===== src/rtl/svn_pkg.sv =====
// Shared constants for the seven-segment scan controller: segment codes
// (active-low {CA..CG}, CA in bit 6) and output polarity values.
package svn_pkg;

   localparam logic [6:0] SEG_0     = 7'b0000001;
   localparam logic [6:0] SEG_1     = 7'b1001111;
   localparam logic [6:0] SEG_2     = 7'b0010010;
   localparam logic [6:0] SEG_3     = 7'b0000110;
   localparam logic [6:0] SEG_4     = 7'b1001100;
   localparam logic [6:0] SEG_5     = 7'b0100100;
   localparam logic [6:0] SEG_6     = 7'b0100000;
   localparam logic [6:0] SEG_7     = 7'b0001111;
   localparam logic [6:0] SEG_8     = 7'b0000000;
   localparam logic [6:0] SEG_9     = 7'b0000100;
   localparam logic [6:0] SEG_A     = 7'b0001000;
   localparam logic [6:0] SEG_B     = 7'b1100000;
   localparam logic [6:0] SEG_C     = 7'b0110001;
   localparam logic [6:0] SEG_D     = 7'b1000010;
   localparam logic [6:0] SEG_E     = 7'b0110000;
   localparam logic [6:0] SEG_F     = 7'b0111000;
   localparam logic [6:0] SEG_BLANK = 7'b1111111;

   localparam logic AN_ON  = 1'b0;
   localparam logic AN_OFF = 1'b1;
   localparam logic DP_ON  = 1'b0;
   localparam logic DP_OFF = 1'b1;

   function automatic logic [6:0] hex_to_seg(input logic [3:0] nib);
      logic [6:0] code;
      case (nib)
         4'h0:    code = SEG_0;
         4'h1:    code = SEG_1;
         4'h2:    code = SEG_2;
         4'h3:    code = SEG_3;
         4'h4:    code = SEG_4;
         4'h5:    code = SEG_5;
         4'h6:    code = SEG_6;
         4'h7:    code = SEG_7;
         4'h8:    code = SEG_8;
         4'h9:    code = SEG_9;
         4'hA:    code = SEG_A;
         4'hB:    code = SEG_B;
         4'hC:    code = SEG_C;
         4'hD:    code = SEG_D;
         4'hE:    code = SEG_E;
         4'hF:    code = SEG_F;
         default: code = SEG_BLANK;
      endcase
      return code;
   endfunction

endpackage


===== src/rtl/svn_seg_enc.sv =====
// Combinational hex nibble to active-low seven-segment code.
module svn_seg_enc
   import svn_pkg::*;
(
   input  logic [3:0] nib_i,
   output logic [6:0] seg_o
);

   assign seg_o = hex_to_seg(nib_i);

endmodule


===== src/rtl/svn_scan_ctrl.sv =====
// Multiplexed seven-segment scan controller: prescaled digit scan, frame-synchronous
// double-buffered display data, optional leading-zero suppression, registered outputs.
module svn_scan_ctrl
   import svn_pkg::*;
#(
   parameter int NUM_DIGITS = 8,
   parameter int SCAN_DIV   = 100000,
   parameter int LZ_BLANK   = 0
) (
   input  logic                    clk,
   input  logic                    sys_rst_n,
   input  logic [4*NUM_DIGITS-1:0] data,
   input  logic [NUM_DIGITS-1:0]   dp_in,
   input  logic [NUM_DIGITS-1:0]   blank,
   input  logic                    load,
   output logic [6:0]              seg,
   output logic                    dp,
   output logic [NUM_DIGITS-1:0]   an,
   output logic                    frame_done
);

   localparam int PW = (SCAN_DIV > 1) ? $clog2(SCAN_DIV) : 1;
   localparam int IW = (NUM_DIGITS > 1) ? $clog2(NUM_DIGITS) : 1;
   localparam int DW = 4 * NUM_DIGITS;
   localparam logic [PW-1:0] PRESC_LAST = PW'(SCAN_DIV - 1);
   localparam logic [IW-1:0] IDX_LAST   = IW'(NUM_DIGITS - 1);

   logic [PW-1:0]         presc_q, presc_d;
   logic [IW-1:0]         idx_q, idx_d;
   logic                  pend_q, pend_d;
   logic [DW-1:0]         pend_data_q, pend_data_d;
   logic [NUM_DIGITS-1:0] pend_dp_q, pend_dp_d;
   logic [NUM_DIGITS-1:0] pend_blank_q, pend_blank_d;
   logic [DW-1:0]         shd_data_q, shd_data_d;
   logic [NUM_DIGITS-1:0] shd_dp_q, shd_dp_d;
   logic [NUM_DIGITS-1:0] shd_blank_q, shd_blank_d;
   logic [6:0]            seg_q, seg_d;
   logic                  dp_q, dp_d;
   logic [NUM_DIGITS-1:0] an_q, an_d;
   logic                  wrap_q;
   logic                  frame_done_q;

   logic                  tick_s;
   logic                  wrap_s;
   logic [NUM_DIGITS-1:0] lz_mask_s;
   logic                  hi_zero_s;
   logic [3:0]            sel_nib_s;
   logic                  sel_dp_s;
   logic                  sel_blank_s;
   logic [6:0]            enc_seg_s;

   // Prescaler and digit index advance
   always_comb begin
      tick_s = (presc_q == PRESC_LAST);
      wrap_s = tick_s && (idx_q == IDX_LAST);
      if (tick_s) begin
         presc_d = {PW{1'b0}};
      end else begin
         presc_d = presc_q + PW'(1);
      end
      if (wrap_s) begin
         idx_d = {IW{1'b0}};
      end else if (tick_s) begin
         idx_d = idx_q + IW'(1);
      end else begin
         idx_d = idx_q;
      end
   end

   // Pending/shadow buffering: new data only reaches the display at a frame boundary
   always_comb begin
      pend_d       = pend_q;
      pend_data_d  = pend_data_q;
      pend_dp_d    = pend_dp_q;
      pend_blank_d = pend_blank_q;
      shd_data_d   = shd_data_q;
      shd_dp_d     = shd_dp_q;
      shd_blank_d  = shd_blank_q;
      if (wrap_s) begin
         pend_d = 1'b0;
         if (load) begin
            shd_data_d  = data;
            shd_dp_d    = dp_in;
            shd_blank_d = blank;
         end else if (pend_q) begin
            shd_data_d  = pend_data_q;
            shd_dp_d    = pend_dp_q;
            shd_blank_d = pend_blank_q;
         end else begin
            shd_data_d  = shd_data_q;
         end
      end else if (load) begin
         pend_d       = 1'b1;
         pend_data_d  = data;
         pend_dp_d    = dp_in;
         pend_blank_d = blank;
      end else begin
         pend_d = pend_q;
      end
   end

   // Leading-zero mask (scanned from the most significant digit) and digit mux
   always_comb begin
      hi_zero_s = 1'b1;
      lz_mask_s = {NUM_DIGITS{1'b0}};
      for (int i = NUM_DIGITS - 1; i >= 0; i--) begin
         hi_zero_s    = hi_zero_s & (shd_data_q[4*i +: 4] == 4'h0);
         lz_mask_s[i] = (LZ_BLANK != 0) && (i > 0) && hi_zero_s && !shd_dp_q[i];
      end
      sel_nib_s   = shd_data_q[4*idx_q +: 4];
      sel_dp_s    = shd_dp_q[idx_q];
      sel_blank_s = shd_blank_q[idx_q] | lz_mask_s[idx_q];
   end

   svn_seg_enc u_seg_enc (
      .nib_i (sel_nib_s),
      .seg_o (enc_seg_s)
   );

   // Next output values; a dark digit keeps its anode off as well
   always_comb begin
      seg_d = SEG_BLANK;
      dp_d  = DP_OFF;
      an_d  = {NUM_DIGITS{AN_OFF}};
      if (sel_blank_s) begin
         seg_d = SEG_BLANK;
         dp_d  = DP_OFF;
      end else begin
         seg_d       = enc_seg_s;
         dp_d        = sel_dp_s ? DP_ON : DP_OFF;
         an_d[idx_q] = AN_ON;
      end
   end

   // State and output registers with synchronous active-low reset
   always_ff @(posedge clk) begin
      if (!sys_rst_n) begin
         presc_q      <= {PW{1'b0}};
         idx_q        <= {IW{1'b0}};
         pend_q       <= 1'b0;
         pend_data_q  <= {DW{1'b0}};
         pend_dp_q    <= {NUM_DIGITS{1'b0}};
         pend_blank_q <= {NUM_DIGITS{1'b1}};
         shd_data_q   <= {DW{1'b0}};
         shd_dp_q     <= {NUM_DIGITS{1'b0}};
         shd_blank_q  <= {NUM_DIGITS{1'b1}};
         seg_q        <= SEG_BLANK;
         dp_q         <= DP_OFF;
         an_q         <= {NUM_DIGITS{AN_OFF}};
         wrap_q       <= 1'b0;
         frame_done_q <= 1'b0;
      end else begin
         presc_q      <= presc_d;
         idx_q        <= idx_d;
         pend_q       <= pend_d;
         pend_data_q  <= pend_data_d;
         pend_dp_q    <= pend_dp_d;
         pend_blank_q <= pend_blank_d;
         shd_data_q   <= shd_data_d;
         shd_dp_q     <= shd_dp_d;
         shd_blank_q  <= shd_blank_d;
         seg_q        <= seg_d;
         dp_q         <= dp_d;
         an_q         <= an_d;
         // wrap is delayed once more so the pulse lines up with the registered anodes
         wrap_q       <= wrap_s;
         frame_done_q <= wrap_q;
      end
   end

   assign seg        = seg_q;
   assign dp         = dp_q;
   assign an         = an_q;
   assign frame_done = frame_done_q;

endmodule


===== config.mk =====
export PLATFORM = sky130hd
export DESIGN_NAME = svn_scan_ctrl
export DESIGN_NICKNAME = d
export VERILOG_FILES = /design/src/rtl/svn_pkg.sv /design/src/rtl/svn_seg_enc.sv /design/src/rtl/svn_scan_ctrl.sv
export SDC_FILE = /design/constraint.sdc
export NUM_CORES = 1
export LEC_CHECK = 0
export CORE_UTILIZATION = 45
export CTS_CLUSTER_SIZE = 30
export DETAILED_ROUTE_END_ITERATION = 8
export GPL_ROUTABILITY_DRIVEN = 1
export PLACE_DENSITY = 0.7
export SKIP_LAST_GASP = 1
export SYNTH_ARGS = -nofsm -noshare
export SYNTH_HDL_FRONTEND = slang
export SYNTH_SLANG_ARGS = --single-unit

===== constraint.sdc =====
create_clock -name clk -period 3.25 [get_ports clk]
set_input_delay 0.4875 -clock clk [delete_from_list [all_inputs] [get_ports clk]]
set_output_delay 0.4875 -clock clk [all_outputs]
set_load 0.1 [all_outputs]

After elaboration in Yosys (flattened, before gate mapping)
Memory sizes are Yosys's and may differ from the RTL's. A register that Yosys moved wholly into a read port is not among the register bits.
Index checks and enable logic that the tools add are counted.
{ "classes": {"n_reduce_logical": 8, "eq_ne": 2, "n_mux": 16, "magnitude_cmp": 2, "shift": 1, "add_sub_neg": 2, "n_bitwise": 4} }
{ "ops": {"columns": ["op", "n"], "rows": [
  ["32-bit 2-to-1 mux", 2],
  ["8-bit 2-to-1 mux", 4],
  ["32-bit by 6-bit indexed part select with 4-bit output", 1],
  ["17-bit by 1-bit adder with 17-bit output, second input constant", 1],
  ["17-bit equality test, second input constant", 1],
  ["8-bit NOT", 1],
  ["1-bit binary-select mux with 3-bit select", 2],
  ["3-bit 2-to-1 mux", 2],
  ["2-bit OR reduction", 3],
  ["1-bit 2-to-1 mux", 5],
  ["3-bit by 4-bit less-than comparator with 1-bit output, second input constant", 1],
  ["2-bit AND reduction", 2],
  ["3-bit by 1-bit adder with 3-bit output, second input constant", 1],
  ["1-bit demux with 3-bit select", 1],
  ["3-bit equality test, second input constant", 1],
  ["3-bit by 1-bit greater-or-equal comparator with 1-bit output, second input constant", 1],
  ["1-bit logical AND", 2],
  ["1-bit NOT", 2],
  ["2-bit nonzero test", 1],
  ["1-bit OR", 1]
]} }
{ "word_totals": {"out_inout_bits": 17, "mem_bits_ro": 120, "memories": 2, "elab_cells": 50, "register_bits": 128} }
{ "mem_list": {"columns": ["memory", "words", "word_bits", "read_ports", "rd_ports_with_merged_regs", "wr", "line_no", "text"], "rows": [
  ["(no name shown)", 16, 7, 1, 1, 0, "svn_pkg.sv:30", "case (nib)"],
  ["(no name shown)", 8, 1, 1, 1, 0, "svn_scan_ctrl.sv:112", "sel_blank_s = shd_blank_q[idx_q] | lz_mask_s[idx_q];"]
]} }

Longest topological paths before layout
{ "logic_depth": {"depth_word": 5, "depth_mapped": 10} }

By module
A second synthesis with hierarchy kept.
{ "unflattened": {"hier_cells": 718, "area_unflattened_um2": 6462.4} }
{ "modules_own_cells": {"columns": ["module", "cells_each", "seq_area_each_um2", "area_each_um2", "n_inst"], "rows": [
  ["svn_scan_ctrl", 683, 2702.6, 6214.7, 1],
  ["svn_seg_enc", 35, 0.0, 247.7, 1]
]} }

Worst setup path after synthesis
No wires, ideal clock.
{ "synth_timing": {"kind": "register to register", "start": "register idx_q[0]", "end": "register seg_q[1] (netlist: seg[1])", "setup_ps": 129, "slack_ps": 782, "stages_incl_launch_ff": 11, "n_path_buf": 2, "period_less_slack_ps": 2468, "arrival_time_ps": 2339, "cell_sequence": "dfxtp_1 -> buf_6 -> buf_2 -> nand3b_1 -> a21oi_1 -> nor4_1 -> inv_1 -> ha_1 -> mux2_1 -> nand2_1 -> o211ai_1"} }
{ "synth_via": {"elab_chain_cells": 4} }
{ "synth_rtl": {"columns": ["item", "line_no", "text"], "rows": [
  ["start, declared", "svn_scan_ctrl.sv:29", "logic [IW-1:0] idx_q, idx_d;"],
  ["start signal, assigned", "svn_scan_ctrl.sv:139", "idx_q <= {IW{1'b0}};"],
  ["start signal, assigned", "svn_scan_ctrl.sv:154", "idx_q <= idx_d;"],
  ["1-bit binary-select mux with 3-bit select", "svn_scan_ctrl.sv:112", null],
  ["1-bit 2-to-1 mux (not written as such)", "svn_scan_ctrl.sv:112", null],
  ["1-bit OR", "svn_scan_ctrl.sv:112", null],
  ["2-bit OR reduction (no source line)", null, null],
  ["end, declared", "svn_scan_ctrl.sv:37", "logic [6:0] seg_q, seg_d;"]
]} }
Several ways; a longest one is shown, not always the timed one. The select of a mux whose other input is x is not followed.
A chain may end at the register's enable or synchronous reset.

Final worst setup path
{ "layout_timing": {"start": "register idx_q[0]", "end": "register seg_q[6] (netlist: seg[6])"} }
The elaborated chain is that of the path after synthesis.

==> qor.yml <==
outcome:
  status: "complete, no violations"
critical_path:
  cp_slowest_stage_delay_ns: 0.63
  cp-start-kind: "flop"
  cp_max_fo: 18
  cp_top_family: "multiplexers"
  crit_cells: 6
  crit_chain: "buf_4 > mux2_2 > mux4_2 > or2_1 > a21oi_1 > o21ai_0"
  critical_path_required_ns: 3.54
  endpoint_kind: "flop"
  path_class: "flop to flop"
  critPathBufInv: 1
  worst_ep_arrival_time_ns: 2.87
  r2r_cells: 6
  cpMaxStageDelayCell: "dfxtp_1"
sta:
  relSlewSlack_pct: 33.82
  worstMarginPinSlew_ns: 0.9896
  max_freq_ghz: 0.3869
  post-route-min-period_ns: 2.585
  fin_crit_sh_pct: 79.53
  hold_viol_final: 0
  rsz0062_at_grt: "no"
  skew_ns: 0.006481
  tns_ns: 0
  setup_viol: 0
  slew_violations: 0
clock_tree:
  clk_latency_ns: 0.42
  cts.sink_count: 135
  clk_path_buf_depth: 2
  cts_buffers: 17
  path_clk_slew_ns: 0.05
  clockRootBuffer: "clkbuf_16"
  ctsHoldBuffers: 0
  post_cts_buffers: 0
  htreeDepth: 4
  cts_resized: 0
  cts_tree: "yes"
yosys:
  syn-num-nets: 714
  synth_mux_area_share_pct: 15.27
  ys_types: 47
  synth-seq-cells: 135
  syn_area_per_cell_um2: 9.235
  synth_fa_ha_area_share_pct: 1.865
  ys_seq_area_share_pct: 44.75
  synth-compound-area-share_pct: 13.09
  syn-cell-area_um2: 6040
  synthXorXnorAreaFrac_pct: 2.175
  yosys_warnings: 0
  yosys_most_used_dff: "dfxtp_1"
  synth_top_family_by_area: "simple AND/OR/NAND/NOR gates"
  synth-edff-count: 0
  synth_simple_gate_area_share_pct: 18.50
  syn_inst: 654
  async_flop_share_pct: 0
detailed_routing:
  post_drt_wl_per_cell_um: 14.73
  drt-initial-drc-count: 361
  drc: 0
  num_vias: 4671
  first_pass_iters: 4
  vias_per_cell: 5.290
  wl_um: 13000
  final_antenna_net_count: 0
cells_and_area:
  fin_cells: 883
  antenna_cells: 0
  drive_gt1_share_pct: 9.001
  fillCellCount: 1132
  final_common_cell: "dfxtp_1"
  syn_to_final_growth_pct: 21.15
  final_util_pct: 56.83
  layout.cells.most_common_list: "135 x dfxtp_1, 121 x nand2_1, 65 x clkdlybuf4s50_1, 64 x mux2i_1, 56 x nand3_1"
  finalNetCount: 760
placed_design:
  gp_congestion: 0.8744
  dpl.cell_count: 853
  io_buffer_count: 67
  hpwl_um: 8729
power_and_ir_drop:
  powerDensity_nw_per_um2: 496.0
  power_leakage_nw: 3.250
  vdd_drop_max_uv: 349.9
floorplanning:
  design.core.area_um2: 12880
  rows: 41
  die_area_um2: 13890
  start_util_pct: 46.91
  die_height_um: 117.9
  die_w_um: 117.9
  io_pins: 68
global_route:
  grt_pass1_vias: 4403
  grt_overflow: 0
  grt_pass1_wl_um: 21590
  antenna_found_initial: 0
  grt_use_total_pct: 19.66
  grt_max_degree: 98
hold_path:
  hp-class: "flop to flop"
  holdPathStages: 1
run:
  cap_violations: 0
-- worst paths after layout --
check	slack [ns]	to	startpoint
worst min-delay path	0.45	frame_done	wrap_q
worst max-delay path	0.67	seg[6]	idx_q[0]
worst min register to register	0.45	frame_done	wrap_q
worst max register to register	0.67	seg[6]	idx_q[0]
-- final cells by class --
| cell class | count | area (um^2) | area share, % |
|---|---|---|---|
| Tap cell | 172 | 215.2 | 2.941 |
| Timing Repair Buffer | 78 | 770.7 | 10.53 |
| Multi-Input combinational cell | 461 | 3083 | 42.13 |
| Clock inverter | 4 | 20.02 | 0.2736 |
| Clock buffer | 26 | 499.2 | 6.823 |
| Sequential cell | 135 | 2703 | 36.94 |
| Inverter | 7 | 26.28 | 0.3591 |
-- cell usage after synthesis, types with 3 or more instances --
master	number	area share (%)
ha_1	9	1.9
o21ai_1	5	0.41
o211a_1	40	6.6
xnor2_1	8	1.2
dfxtp_1	135	45
xor2_1	7	1.0
o21ai_0	40	3.3
and2_1	3	0.31
nor2_1	30	1.9
mux2i_1	64	11
mux4_2	4	1.5
a21boi_0	3	0.37
nand2_1	121	7.5
nor3_1	5	0.41
nand4_1	5	0.52
nor2b_1	4	0.41
mux2_2	16	3.0
nand3_1	56	4.6
o221ai_1	5	0.73
clkbuf_1	34	2.1
buf_4	5	0.62
inv_1	7	0.44
nand2b_1	3	0.31
and3_1	6	0.62
a21oi_1	5	0.41
buf_2	9	0.75
-- cells by family after synthesis --
logic type	after synthesis
flip-flops	135
adder cells (fa/ha/maj)	9
AND/OR/NAND/NOR	245
XOR/XNOR	15
AO/OA/AOI/OAI	107
multiplexers	85
buffers and inverters	58
-- state kept, by name, indices dropped and copies added (netlist names) --
| name | count |
|---|---|
| shd_dp_q | 8 |
| pend_blank_q | 8 |
| shd_data_q | 32 |
| pend_q | 1 |
| pend_dp_q | 8 |
| an | 8 |
| pend_data_q | 32 |
| shd_blank_q | 8 |
| idx_q | 3 |
| wrap_q | 1 |
| presc_q | 17 |
| frame_done | 1 |
| dp | 1 |
| seg | 7 |
-- routing by layer --
layer,wire length [um],GRT usage (%),vias to the layer above
li1,-,-,2381
met1,6191,24.89,2192
met2,6118,31.14,78
met3,465,6.250,20
met4,227,7.372,0
met5,0,0,-
-- power breakdown --
group	internal (mW)	switching (mW)
combinational	0.114	0.113
clock	1.04	0.646
sequential	1.70	0.0194
total	2.85	0.779
-- metrics by stage --
step	hold slack, ns	cell area [um^2]	setup WS [ns]	total power, mW
detailed placement	0.4322	6798	0.7315	1.978
global route	0.4523	7317	0.5155	3.785
CTS	0.4463	7317	0.6462	3.671
global placement	0.4256	6798	0.8293	1.970
floorplan	0.4119	6040	0.7820	1.880
finish	0.4466	7317	0.6652	3.629
-- worst register-to-register path: stages (launching register included) --
cell     delay (ns)
dfxtp_1        0.63
buf_4          0.32
mux2_2         0.36
mux4_2         0.60
or2_1          0.28
a21oi_1        0.16
o21ai_0        0.11
Power figures use the tool's default switching activity.
==> patch, RTL diff (config.mk and constraints unchanged) <==
Reset style: asynchronous (`sys_rst_n`), changed in one clocked block. Comments in the files are not updated.
--- a/src/rtl/svn_scan_ctrl.sv
+++ b/src/rtl/svn_scan_ctrl.sv
@@ -133,7 +133,7 @@
    end
 
    // State and output registers with synchronous active-low reset
-   always_ff @(posedge clk) begin
+   always_ff @(posedge clk or negedge sys_rst_n) begin
       if (!sys_rst_n) begin
          presc_q      <= {PW{1'b0}};
          idx_q        <= {IW{1'b0}};
Behaviour: no difference found for any inputs over 10 cycles, from zero or initial values and one cycle with sys_rst_n low; that may be too few to reach the edited logic, so the function may still have changed.
==> patch against the unedited design <==
  * Power up 14%
  * Final cell count down 12%
  * Largest power group is now the clock network
  * Routed wire length down 2.7%
  * Area after synthesis up 3.1%
  * Worst setup slack worse by 85 ps
  * Sequential cell count unchanged
  * Final area up 4.8%
  * Synthesized cell count down 20%
  * Global-route usage down 0.073 points
==> patch: results (changes against the unedited design) <==
{
  "synthesis": {
    "yosys-top-cells-area": "sky130_fd_sc_hd__dfrtp_1 41%, sky130_fd_sc_hd__dfstp_2 14%, sky130_fd_sc_hd__mux2i_1 10%",
    "yosys-mux-area-fraction": {"value": 0.212, "change": "+0.0591"},
    "synth_fa_ha_area_frac": {"value": 0.0181, "change": "-0.000558"},
    "synthXorXnorAreaFrac": {"value": 0.0197, "change": "-0.00206"},
    "syn_area_per_cell": {"value": 12.0, "unit": "um^2", "change": "+29%"},
    "yosys.cell_types.count": {"value": 45, "change": "-4.3%"},
    "synth_async_sr_flop_share": {"value": 1.00, "change": "+1.00"},
    "synthesis.nets": {"value": 581, "change": "-19%"}
  },
  "layout": {
    "fill_cells": {"value": 1158, "change": "+2.3%"},
    "clock_buffer_count": {"value": 19, "change": "-27%"},
    "clk_share": {"value": 0.0842, "change": "+0.0132"},
    "num-multi-input-gates": {"value": 344, "change": "-25%"},
    "ff_latch_area": {"value": 3420, "unit": "um^2", "change": "+26%"}
  },
  "run_status": {
    "status": "finished clean"
  },
  "critical_path": {
    "rr_startpoint": "idx_q[0]",
    "timing.critical_path.fanout_max": {"value": 8, "change": "-10"},
    "critical_path.reg2reg.endpoint": "seg[3]",
    "timing.critical_path.to": "seg[3]",
    "worst_path_max_delay_cell": "sky130_fd_sc_hd__dfrtp_1"
  },
  "placed_design": {
    "placedInstanceArea": {"value": 7020, "unit": "um^2", "change": "+3.3%"},
    "place_congestion": {"value": 0.848, "change": "-3.0%"}
  },
  "die": {
    "n_tap_cell": {"value": 176, "change": "+2.3%"}
  },
  "power_and_ir_drop": {
    "power.net_switching": {"value": 852, "unit": "uW", "change": "+9.4%"},
    "powerSeq": {"value": 1.78, "unit": "mW", "change": "+3%"},
    "irDropWorstVdd": {"value": 323, "unit": "uV", "change": "-7.6%"},
    "power_leakage": {"value": 3.43, "unit": "nW", "change": "+5.4%"}
  },
  "route": {
    "vias_per_cell": {"value": 5.33, "change": "+0.82%"},
    "initialDrtViolationCount": {"value": 307, "change": "-15%"}
  },
  "global_route": {
    "first_global_vias": {"value": 4239, "change": "-3.7%"}
  },
  "timing": {
    "tightestPinTransition": {"value": 959, "unit": "ps", "change": "-30.8 ps"}
  }
}
patch: changes by cell type after synthesis, moves of 22 or more:
cell | before | now
sky130_fd_sc_hd__nand2_1 | 121 | 16
sky130_fd_sc_hd__a21oi_1 | 5 | 50
sky130_fd_sc_hd__clkbuf_1 | 34 | 12
sky130_fd_sc_hd__o211a_1 | 40 | 2
sky130_fd_sc_hd__dfstp_2 | 0 | 32
sky130_fd_sc_hd__nor2_1 | 30 | 66
sky130_fd_sc_hd__nand3_1 | 56 | 11
sky130_fd_sc_hd__dfxtp_1 | 135 | 0
sky130_fd_sc_hd__dfrtp_1 | 0 | 103
sky130_fd_sc_hd__mux2_2 | 16 | 52
sky130_fd_sc_hd__o21ai_0 | 40 | 9
patch: layer usage:
metal	up-vias	wire length (um)	GRT usage	share of wire
met3	14	518	0.0509	0.041
met4	0	166	0.0734	0.013
met5	-	0	0	0
met2	86	6140	0.311	0.49
met1	2064	5820	0.258	0.46
li1	1980	-	-	-
